### config.mk
export PLATFORM = sky130hd
export DESIGN_NAME = db_multi
export DESIGN_NICKNAME = d
export VERILOG_FILES = /design/src/rtl/db_pkg.sv /design/src/rtl/db_channel.sv /design/src/rtl/db_multi.sv
export SDC_FILE = /design/constraint.sdc
export NUM_CORES = 1
export LEC_CHECK = 0
export ABC_CLOCK_PERIOD_IN_PS = 1800
export BUFFER_PORTS_ARGS = -buffer_cell sky130_fd_sc_hd__buf_2
export CAP_MARGIN = 20
export CORE_AREA = 4 4 41 43
export DETAILED_ROUTE_END_ITERATION = 7
export DIE_AREA = 0 0 45 47
export HOLD_SLACK_MARGIN = 0.1
export MAX_ROUTING_LAYER = met4
export RECOVER_POWER = 100
export REMOVE_ABC_BUFFERS = 1
export SLEW_MARGIN = 20
export SYNTH_ARGS = -nofsm -noshare
export SYNTH_HDL_FRONTEND = slang
export SYNTH_SLANG_ARGS = --single-unit
### constraint.sdc
create_clock -name clk -period 1.8 [get_ports clk]
set_input_delay 0.18 -clock clk [delete_from_list [all_inputs] [get_ports clk]]
set_output_delay 0.18 -clock clk [all_outputs]
set_load 0.02 [all_outputs]
### src/rtl/db_pkg.sv
// db_pkg: shared state encoding and counter sizing for the multi-channel debouncer
package db_pkg;
    // bit 1 = accepted level, bits differ = checking a candidate level
    localparam logic [1:0] STABLE_LO = 2'b00;
    localparam logic [1:0] CHK_HI    = 2'b01;
    localparam logic [1:0] STABLE_HI = 2'b11;
    localparam logic [1:0] CHK_LO    = 2'b10;

    function automatic int cnt_width(input int stable_cycles);
        return $clog2(stable_cycles);
    endfunction
endpackage

### src/rtl/db_channel.sv
// db_channel: one debounce channel (sync chain, acceptance FSM, counter, edge pulses)
//   clk    in  rising-edge clock
//   rst    in  asynchronous active-low reset
//   in     in  raw asynchronous input
//   db_out out debounced level
//   rise   out one-cycle pulse when db_out goes 0->1
//   fall   out one-cycle pulse when db_out goes 1->0
//   busy   out channel is checking a candidate level
module db_channel
    import db_pkg::*;
#(
    parameter int   STABLE_CYCLES = 4,
    parameter int   SYNC_STAGES   = 2,
    parameter logic INIT          = 1'b0
) (
    input  logic clk,
    input  logic rst,
    input  logic in,
    output logic db_out,
    output logic rise,
    output logic fall,
    output logic busy
);
    localparam int CW = cnt_width(STABLE_CYCLES);
    localparam logic [CW-1:0] LAST = CW'(STABLE_CYCLES - 1);

    logic          s;
    logic [1:0]    state, state_n;
    logic [CW-1:0] cnt, cnt_n;
    logic          rise_n, fall_n, lvl, chk, dif, accept;

    if (SYNC_STAGES == 0) begin : g_nosync
        assign s = in;
    end else begin : g_sync
        logic [SYNC_STAGES-1:0] sync;
        always_ff @(posedge clk or negedge rst) begin
            if (!rst) sync <= {SYNC_STAGES{INIT}};
            else      sync <= SYNC_STAGES'({sync, in});
        end
        assign s = sync[SYNC_STAGES-1];
    end

    always_ff @(posedge clk or negedge rst) begin
        if (!rst) begin
            state <= INIT ? STABLE_HI : STABLE_LO;
            cnt   <= '0;
            rise  <= 1'b0;
            fall  <= 1'b0;
        end else begin
            state <= state_n;
            cnt   <= cnt_n;
            rise  <= rise_n;
            fall  <= fall_n;
        end
    end

    // lvl is the accepted level; dif means the synced input disagrees with it
    assign lvl    = state[1];
    assign chk    = state == CHK_HI || state == CHK_LO;
    assign dif    = s ^ lvl;
    assign accept = chk && dif && cnt == LAST;

    always_comb begin
        state_n = !dif   ? (lvl ? STABLE_HI : STABLE_LO) :
                  !chk   ? (lvl ? CHK_LO : CHK_HI) :
                  accept ? (lvl ? STABLE_LO : STABLE_HI) : state;
        // entering a check from a stable state starts at cnt=0 -> 1
        cnt_n   = (dif && !accept) ? cnt + 1'b1 : '0;
    end

    always_comb begin
        rise_n = accept && !lvl;
        fall_n = accept && lvl;
        busy   = chk;
    end

    // the level bit of the state register is the debounced output
    assign db_out = lvl;
endmodule

### src/rtl/db_multi.sv
// db_multi: N independent debounce channels with per-channel edge pulses and a shared busy flag
//   clk    in  rising-edge clock
//   rst    in  asynchronous active-low reset
//   in     in  [CH] raw inputs, bit i = channel i
//   db_out out [CH] debounced levels
//   rise   out [CH] one-cycle 0->1 pulses
//   fall   out [CH] one-cycle 1->0 pulses
//   busy   out any channel checking a candidate level
module db_multi
    import db_pkg::*;
#(
    parameter int   CH            = 1,
    parameter int   STABLE_CYCLES = 4,
    parameter int   SYNC_STAGES   = 2,
    parameter logic INIT          = 1'b0
) (
    input  logic          clk,
    input  logic          rst,
    input  logic [CH-1:0] in,
    output logic [CH-1:0] db_out,
    output logic [CH-1:0] rise,
    output logic [CH-1:0] fall,
    output logic          busy
);
    logic [CH-1:0] ch_busy;

    for (genvar g = 0; g < CH; g++) begin : g_ch
        db_channel #(
            .STABLE_CYCLES(STABLE_CYCLES),
            .SYNC_STAGES  (SYNC_STAGES),
            .INIT         (INIT)
        ) u_ch (
            .clk   (clk),
            .rst   (rst),
            .in    (in[g]),
            .db_out(db_out[g]),
            .rise  (rise[g]),
            .fall  (fall[g]),
            .busy  (ch_busy[g])
        );
    end

    assign busy = |ch_busy;
endmodule

==> impl_metrics.csv, run 1 <==
group,metric,value,unit
run_status,outcome,"finished clean",
worst_setup_path,startpoint_type,"flop",
timing,slew_viol_final,0,
die,rows,13,
global_route,global_route_wire_length_before_repair,1193,µm
timing,max_clock_freq,0.6259,GHz
clock_network,setup_bufs_post_cts,0,
timing,clock_skew,0.003177,ns
route,drcViolationCount,0,
worst_hold_path,min_from,"g_ch[0].u_ch.g_sync.sync[0]",
route,detail_route.vias_per_cell,4.784,
power,power.ir.vdd_worst,0.2866,mV
power,internal-power,0.2908,mW
cells_and_area,drive_above_1_share,16.67,%
clock_network,clock_insertion_delay_worst_skew,0.25,ns
worst_setup_path,timing.critical_path.to_type,"output pin",
route,drtPass1Iterations,2,
global_route,antenna_violations_before_repair,0,
clock_network,clock_path_buffers,2,
placed_design,gp_routability_congestion,0.7647,
job,cap_viol_max_count,0,
worst_hold_path,min_to,"g_ch[0].u_ch.g_sync.sync[1]",
timing,setup_violations,0,
timing,hold_violation_total_from_the_final_report,0,
cells_and_area,stdcell_count,51,
timing,tightest_slew,0.4403,ns
power,seq_power_share,52.4,%
route,drt_first_iter_violations,1,
placed_design,detailedPlacementHpwl,505.7,µm
cells_and_area,fin_nets,43,
yosys,synth.lib_cells_used.distinct,16,
global_route,grt_use_total,8.320,%
die,dieHeight,47,µm
route,routed-via-count,244,
global_route,grt_max_degree,9,
timing,timing.setup.tns,0,ns
cells_and_area,antenna_cells_inserted,0,
clock_network,cts_resized,0,
clock_network,tritoncts,"yes",
yosys,synth.avg_cell_area,13.66,µm²
route,route.antenna.remaining_nets,0,
placed_design,place.port_buffers,6,
yosys,synth_area,341.6,µm²
yosys,yosys_warnings,0,
die,die_width,45,µm
worst_setup_path,regToRegStartpoint,"g_ch[0].u_ch.state[1]",
placed_design,post-place-cells,46,
die,floorplan.initialDensity,26.25,%
clock_network,cell_chosen_for_the_clock_root,"clkbuf_4",
worst_setup_path,reg2reg_setup_slack,0.24,ns
worst_setup_path,critical_path_required,1.62,ns
power,power.clock.fraction,34.8,%
clock_network,htree_num_levels,1,
worst_setup_path,reg2reg_to,"g_ch[0].u_ch.state[0]",
timing,timing.final.crit_share,88.76,%
worst_setup_path,worstRegToRegCells,4,
worst_setup_path,critical_path_type,"flop to output pin",
power,cellPowerDensity,924.9,nW/µm²
cells_and_area,layout.cells.most_common,"dfrtp_1",
yosys,synthesis.instances,25,
power,static_leakage,0.1844,nW
yosys,synth-seq-cells,8,
clock_network,clkSlewWorstSetupHoldPaths,0.05,ns
die,num_io_pins,7,
route,avgRoutedWirePerCell,11.96,µm
cells_and_area,fillerInstances,146,
route,drt_wl_total,610,µm
power,switchingPower,0.09113,mW
global_route,via_count_of_the_first_global_routing_pass,255,
power,power.share.combinational,12.8,%
timing,grt_setup_unrepaired,"false",
global_route,globalRoute.totalOverflow,0,
worst_setup_path,critical_path.max_fanout,6,
clock_network,tritoncts.num_buffers,3,
worst_hold_path,min_path_cells,0,
clock_network,clock_sinks,8,
worst_setup_path,worst-endpoint-arrival,1.42,ns
power,power.share.switching,23.86,%
die,fp.coreArea,1301,µm²
die,die_area,2115,µm²
cells_and_area,area_growth_syn_to_layout,20.88,%
yosys,ys_seq_area_share,58.61,%
worst_hold_path,hold_path.class,"flop to flop",
cells_and_area,commonest_cells_after_routing_fill_and_taps_aside,"8 x dfrtp_1, 4 x clkbuf_1, 3 x clkbuf_4",
timing,final.min_clock_period,1.598,ns
cells_and_area,postLayoutCoreUtil,31.73,%
timing,max_slew_margin,70.64,%
-- critical path, cell delays in order (launching register included) --
cell and delay [ns]:
dfrtp_1 0.43, inv_1 0.11, ha_1 0.38, inv_1 0.08
clkbuf_2 0.16
-- worst max path at each step --
stage	start	end	slack [ns]
final	g_ch[0].u_ch.state[1]	busy	0.20
after CTS	g_ch[0].u_ch.state[1]	busy	0.13
after global routing	g_ch[0].u_ch.state[1]	busy	0.06
after global placement	g_ch[0].u_ch.state[1]	g_ch[0].u_ch.state[0]	0.33
after detailed placement	g_ch[0].u_ch.state[1]	g_ch[0].u_ch.state[0]	0.25
after floorplan	g_ch[0].u_ch.state[1]	g_ch[0].u_ch.state[0]	0.22
-- sequential cells by signal, summed over array words and instances, names as in the netlist --
signal	count
g_ch.u_ch.state	2
g_ch.u_ch.rise	1
g_ch.u_ch.fall	1
g_ch.u_ch.cnt	2
g_ch.u_ch.g_sync.sync	2
-- per-layer routing --
metal	track usage (%)	part of all wire [%]	up-vias
met5	-	0	-
met4	7.018	1.6	0
met3	2.299	2.6	2
met2	13.28	58	5
met1	8.411	37	123
li1	-	-	114
-- final cells by class --
type | count | area [µm²] | area share, %
flip-flops and latches | 8 | 200.2 | 48.48
repair buffers | 8 | 45.04 | 10.91
inverters | 2 | 7.507 | 1.818
well taps | 15 | 18.77 | 4.545
multi-input cells | 15 | 118.9 | 28.79
clock buffers | 3 | 22.52 | 5.455
-- cells by family after synthesis --
| family | Yosys count | synth area share, % |
|---|---|---|
| compound gates | 3 | 9.160 |
| xor+xnor | 1 | 2.565 |
| fa+ha+maj | 2 | 7.325 |
| buf+inv | 2 | 2.199 |
| flops | 8 | 58.61 |
| simple gates | 9 | 20.14 |
-- what timing repair did --
action / in CTS / in global routing
hold buffers: 2 / 0
setup endpoints to repair: 0 / 0
endpoints found under the hold margin: 9 / 0
-- power by group through the flow --
| stage | Clock (mW) | Sequential [mW] | Combinational (mW) |
|---|---|---|---|
| after detailed placement | 0 | 0.204 | 0.0532 |
| after global routing | 0.149 | 0.202 | 0.0557 |
| after global placement | 0 | 0.202 | 0.0481 |
| final | 0.133 | 0.200 | 0.0489 |
| after CTS | 0.139 | 0.201 | 0.0560 |
| after floorplan | 0 | 0.203 | 0.0356 |
-- synth_stat cells --
library cell | instances | share of area (%)
inv_1 | 2 | 2.2
nor3b_2 | 1 | 3.7
nor3_1 | 1 | 1.5
and3_1 | 1 | 1.8
nand2_1 | 1 | 1.1
dfrtp_1 | 8 | 59
nor4b_1 | 1 | 2.6
nor2b_4 | 1 | 4.0
nand3b_1 | 1 | 2.2
nor3b_1 | 1 | 2.2
nor2_1 | 1 | 1.1
o31ai_1 | 1 | 2.2
o41ai_2 | 1 | 4.8
xnor2_1 | 1 | 2.6
a211oi_1 | 1 | 2.2
ha_1 | 2 | 7.3
-- stage by stage --
step	instance area (µm²)	hold WS [ns]	worst slack (ns)	power (mW)
2_1_floorplan	341.6	-0.1156	0.2209	0.2383
3_3_place_gp	390.4	0.02472	0.3304	0.2506
3_5_place_dp	390.4	0.03423	0.2497	0.2570
4_1_cts	432.9	0.2909	0.1325	0.3958
5_1_grt	412.9	0.3746	0.06085	0.4069
6_report	412.9	0.3506	0.2023	0.3819
No activity file was read; power rests on OpenSTA's default activity.
==> inputs of run 2 (changes only) <==
ABC_AREA = 1   (was not set)
TNS_END_PERCENT = 30   (was not set)
==> run 2 against run 1 <==
Against the previous run:
- synthesized cell count increased by 40%
- global-route usage decreased by 1.4 points
- wire length decreased by 7.7%
- largest cell class unchanged
- largest power group unchanged
- fmax decreased by 2.5%
- core utilization increased by 0.87 points
- register-to-register slack improved by 0.21 ns
==> impl_metrics.csv, run 2 <==
group,metric,value,unit
global_route,global_route_wire_length_before_repair,903,µm
yosys,ys_seq_area_share,58.61,%
yosys,synth_common_cells,"8 x dfrtp_1, 8 x nand2_1, 6 x inv_1, 6 x nand4_1",
power,power.clock.fraction,21.4,%
timing,final.min_clock_period,1.639,ns
yosys,asyncSetResetFlopFracSynth,100.0,%
worst_setup_path,worst-endpoint-arrival,1.46,ns
timing,setup_violations,0,
yosys,synthesis.instances,35,
die,floorplan.initialDensity,26.25,%
yosys,synth-seq-cells,8,
die,die_area,2115,µm²
route,drtPass1Iterations,3,
worst_setup_path,critical_path.max_fanout,7,
yosys,synth_area,341.6,µm²
route,route.met3.wl,54,µm
clock_network,clkSlewWorstSetupHoldPaths,0.05,ns
worst_setup_path,regToRegStartpoint,"g_ch[0].u_ch.state[1]",
timing,clock_skew,0.004271,ns
worst_hold_path,hold_path.class,"flop to flop",
power,switchingPower,0.2430,mW
worst_setup_path,timing.critical_path.to_type,"output pin",
placed_design,gp_routability_congestion,0.7719,
yosys,synth.avg_cell_area,9.759,µm²
timing,tightest_slew,0.4167,ns
worst_setup_path,crit_buf_inv,3,
placed_design,detailedPlacementHpwl,444.2,µm
clock_network,cts_resized,0,
power,static_leakage,0.2289,nW
clock_network,htree_num_levels,1,
cells_and_area,antenna_cells_inserted,0,
route,avgRoutedWirePerCell,9.230,µm
worst_setup_path,reg2reg_to,"g_ch[0].u_ch.state[0]",
timing,slew_viol_final,0,
worst_setup_path,critical_path.startpoint,"g_ch[0].u_ch.state[1]",
power,design_power_total,0.6134,mW
yosys,yosys_warnings,0,
worst_setup_path,critical_path.endpoint,"busy",
worst_setup_path,timing.critical_path.mode_cell,"inv_1",
worst_setup_path,startpoint_type,"flop",
route,route.antenna.remaining_nets,0,
route,drt-met1-wl,254,µm
clock_network,clock_insertion_delay_worst_skew,0.25,ns
worst_setup_path,reg2reg_setup_slack,0.45,ns
yosys,synth_top_cell_by_area,"dfrtp_1",
global_route,via_count_of_the_first_global_routing_pass,234,
die,die_width,45,µm
worst_setup_path,worstRegToRegCells,6,
die,num_io_pins,7,
power,internal-power,0.3704,mW
cells_and_area,drive_above_1_share,13.04,%
clock_network,tritoncts.num_buffers,3,
power,power.ir.vdd_worst,0.6063,mV
timing,timing.setup.tns,0,ns
run_status,outcome,"finished clean",
route,detail_route.vias_per_cell,4.246,
route,topRoutingLayerUsed,"met3",
route,drt_wl_total,563,µm
route,drcViolationCount,0,
clock_network,tritoncts,"yes",
worst_setup_path,timing.critical_path.slowest_cell_delay,0.42,ns
power,power.share.combinational,38.0,%
timing,grt_setup_unrepaired,"false",
worst_setup_path,cp_slowest_cell,"dfrtp_1",
cells_and_area,area_growth_syn_to_layout,24.18,%
job,cap_viol_max_count,0,
clock_network,clock_path_buffers,2,
global_route,antenna_violations_before_repair,0,
route,routed-via-count,259,
yosys,ys.flop_type,"dfrtp_1",
clock_network,clock_sinks,8,
power,seq_power_share,40.5,%
global_route,grt_use_total,6.931,%
cells_and_area,commonest_cells_after_routing_fill_and_taps_aside,"8 x nand2_1, 8 x dfrtp_1, 7 x inv_1",
worst_setup_path,path_length_in_cells_of_the_critical_path,4,
power,cellPowerDensity,1446,nW/µm²
global_route,grt_max_degree,9,
timing,max_clock_freq,0.6101,GHz
yosys,synth_area_leaders,"dfrtp_1 59%, nand4_1 11%, nand2_1 8.8%, ha_1 7.3%, inv_1 6.6%",
die,fp.coreArea,1301,µm²
worst_setup_path,critical_path_required,1.62,ns
route,wl_met2,255,µm
worst_setup_path,cp_delay_by_family_top,"buffers and inverters",
cells_and_area,layout_top_registers,"g_ch.u_ch.cnt: 2 flops, g_ch.u_ch.g_sync.sync: 2 flops, g_ch.u_ch.state: 2 flops",
global_route,globalRoute.totalOverflow,0,
route,drt_first_iter_violations,3,
placed_design,place.port_buffers,6,
die,rows,13,
worst_setup_path,critical_path_type,"flop to output pin",
worst_setup_path,cp_cell_sequence,"inv_1, ha_1, inv_1, clkbuf_2",
timing,timing.final.crit_share,91.06,%
timing,hold_violation_total_from_the_final_report,0,
cells_and_area,fin_nets,53,
power,power.share.switching,39.61,%
yosys,synth.lib_cells_used.distinct,9,
yosys,synth-edff-count,0,
die,dieHeight,47,µm
clock_network,cell_chosen_for_the_clock_root,"clkbuf_4",
timing,whs,0.3582,ns
yosys,synth_top_area_share,58.61,%
timing,max_slew_margin,72.22,%
-- run 2: power groups by stage --
stage	Clock [mW]	Combinational (mW)	Sequential, mW
floorplan	0	0.172	0.260
global placement	0	0.242	0.252
detailed placement	0	0.246	0.253
CTS	0.140	0.251	0.250
global route	0.152	0.265	0.252
finish	0.132	0.233	0.249
-- run 2: logic make-up after synthesis --
group	Yosys count	share of synthesized area, %
compound gates	1	2.565
fa+ha+maj	2	7.325
buf+inv	7	7.691
flops	8	58.61
simple gates	17	23.81
-- run 2: layout make-up --
class | instances | area (µm²)
clock buffer | 3 | 22.52
fill | 155 | 877.1
inverter | 7 | 26.28
multi-input combinational | 20 | 111.4
sequential | 8 | 200.2
tap | 15 | 18.77
timing repair buffer | 8 | 45.04
-- run 2: timing repair --
| item | in CTS | in global routing |
|---|---|---|
| buffers inserted | 0 | 0 |
| hold buffers | 2 | 0 |
| hold endpoints to repair | 9 | 0 |
-- run 2: worst min-delay path by stage --
stage / startpoint / cells past startpoint / to
2_1_floorplan: rst / 0 / g_ch[0].u_ch.cnt[0]
5_1_grt: g_ch[0].u_ch.g_sync.sync[0] / 0 / g_ch[0].u_ch.g_sync.sync[1]
6_report: g_ch[0].u_ch.g_sync.sync[0] / 0 / g_ch[0].u_ch.g_sync.sync[1]
3_3_place_gp: rst / 1 / g_ch[0].u_ch.g_sync.sync[0]
4_1_cts: rst / 2 / g_ch[0].u_ch.state[0]
3_5_place_dp: rst / 1 / g_ch[0].u_ch.g_sync.sync[0]
-- run 2: per-stage QoR --
stage	cells	worst slack [ns]	area (µm²)	utilization (%)
global placement	56	0.4506	390.4	30.00
floorplan	35	0.3119	341.6	-
CTS	61	0.1620	432.9	33.27
global route	61	0.06542	424.2	32.60
detailed placement	56	0.4475	390.4	30.00
finish	61	0.1610	424.2	32.60
-- run 2: per-layer routing --
layer,vias to the layer above,track usage (%)
met5,-,-
met4,0,1.754
met3,0,6.897
met2,8,10.17
met1,112,6.338
li1,139,-
-- run 2: worst reg2reg max path, cell delays in order (launching register included) --
cell	delay, ns
dfrtp_1	0.42
inv_1	0.11
ha_1	0.31
inv_1	0.17
nand4_1	0.12
nand2_1	0.07
nand2_1	0.05
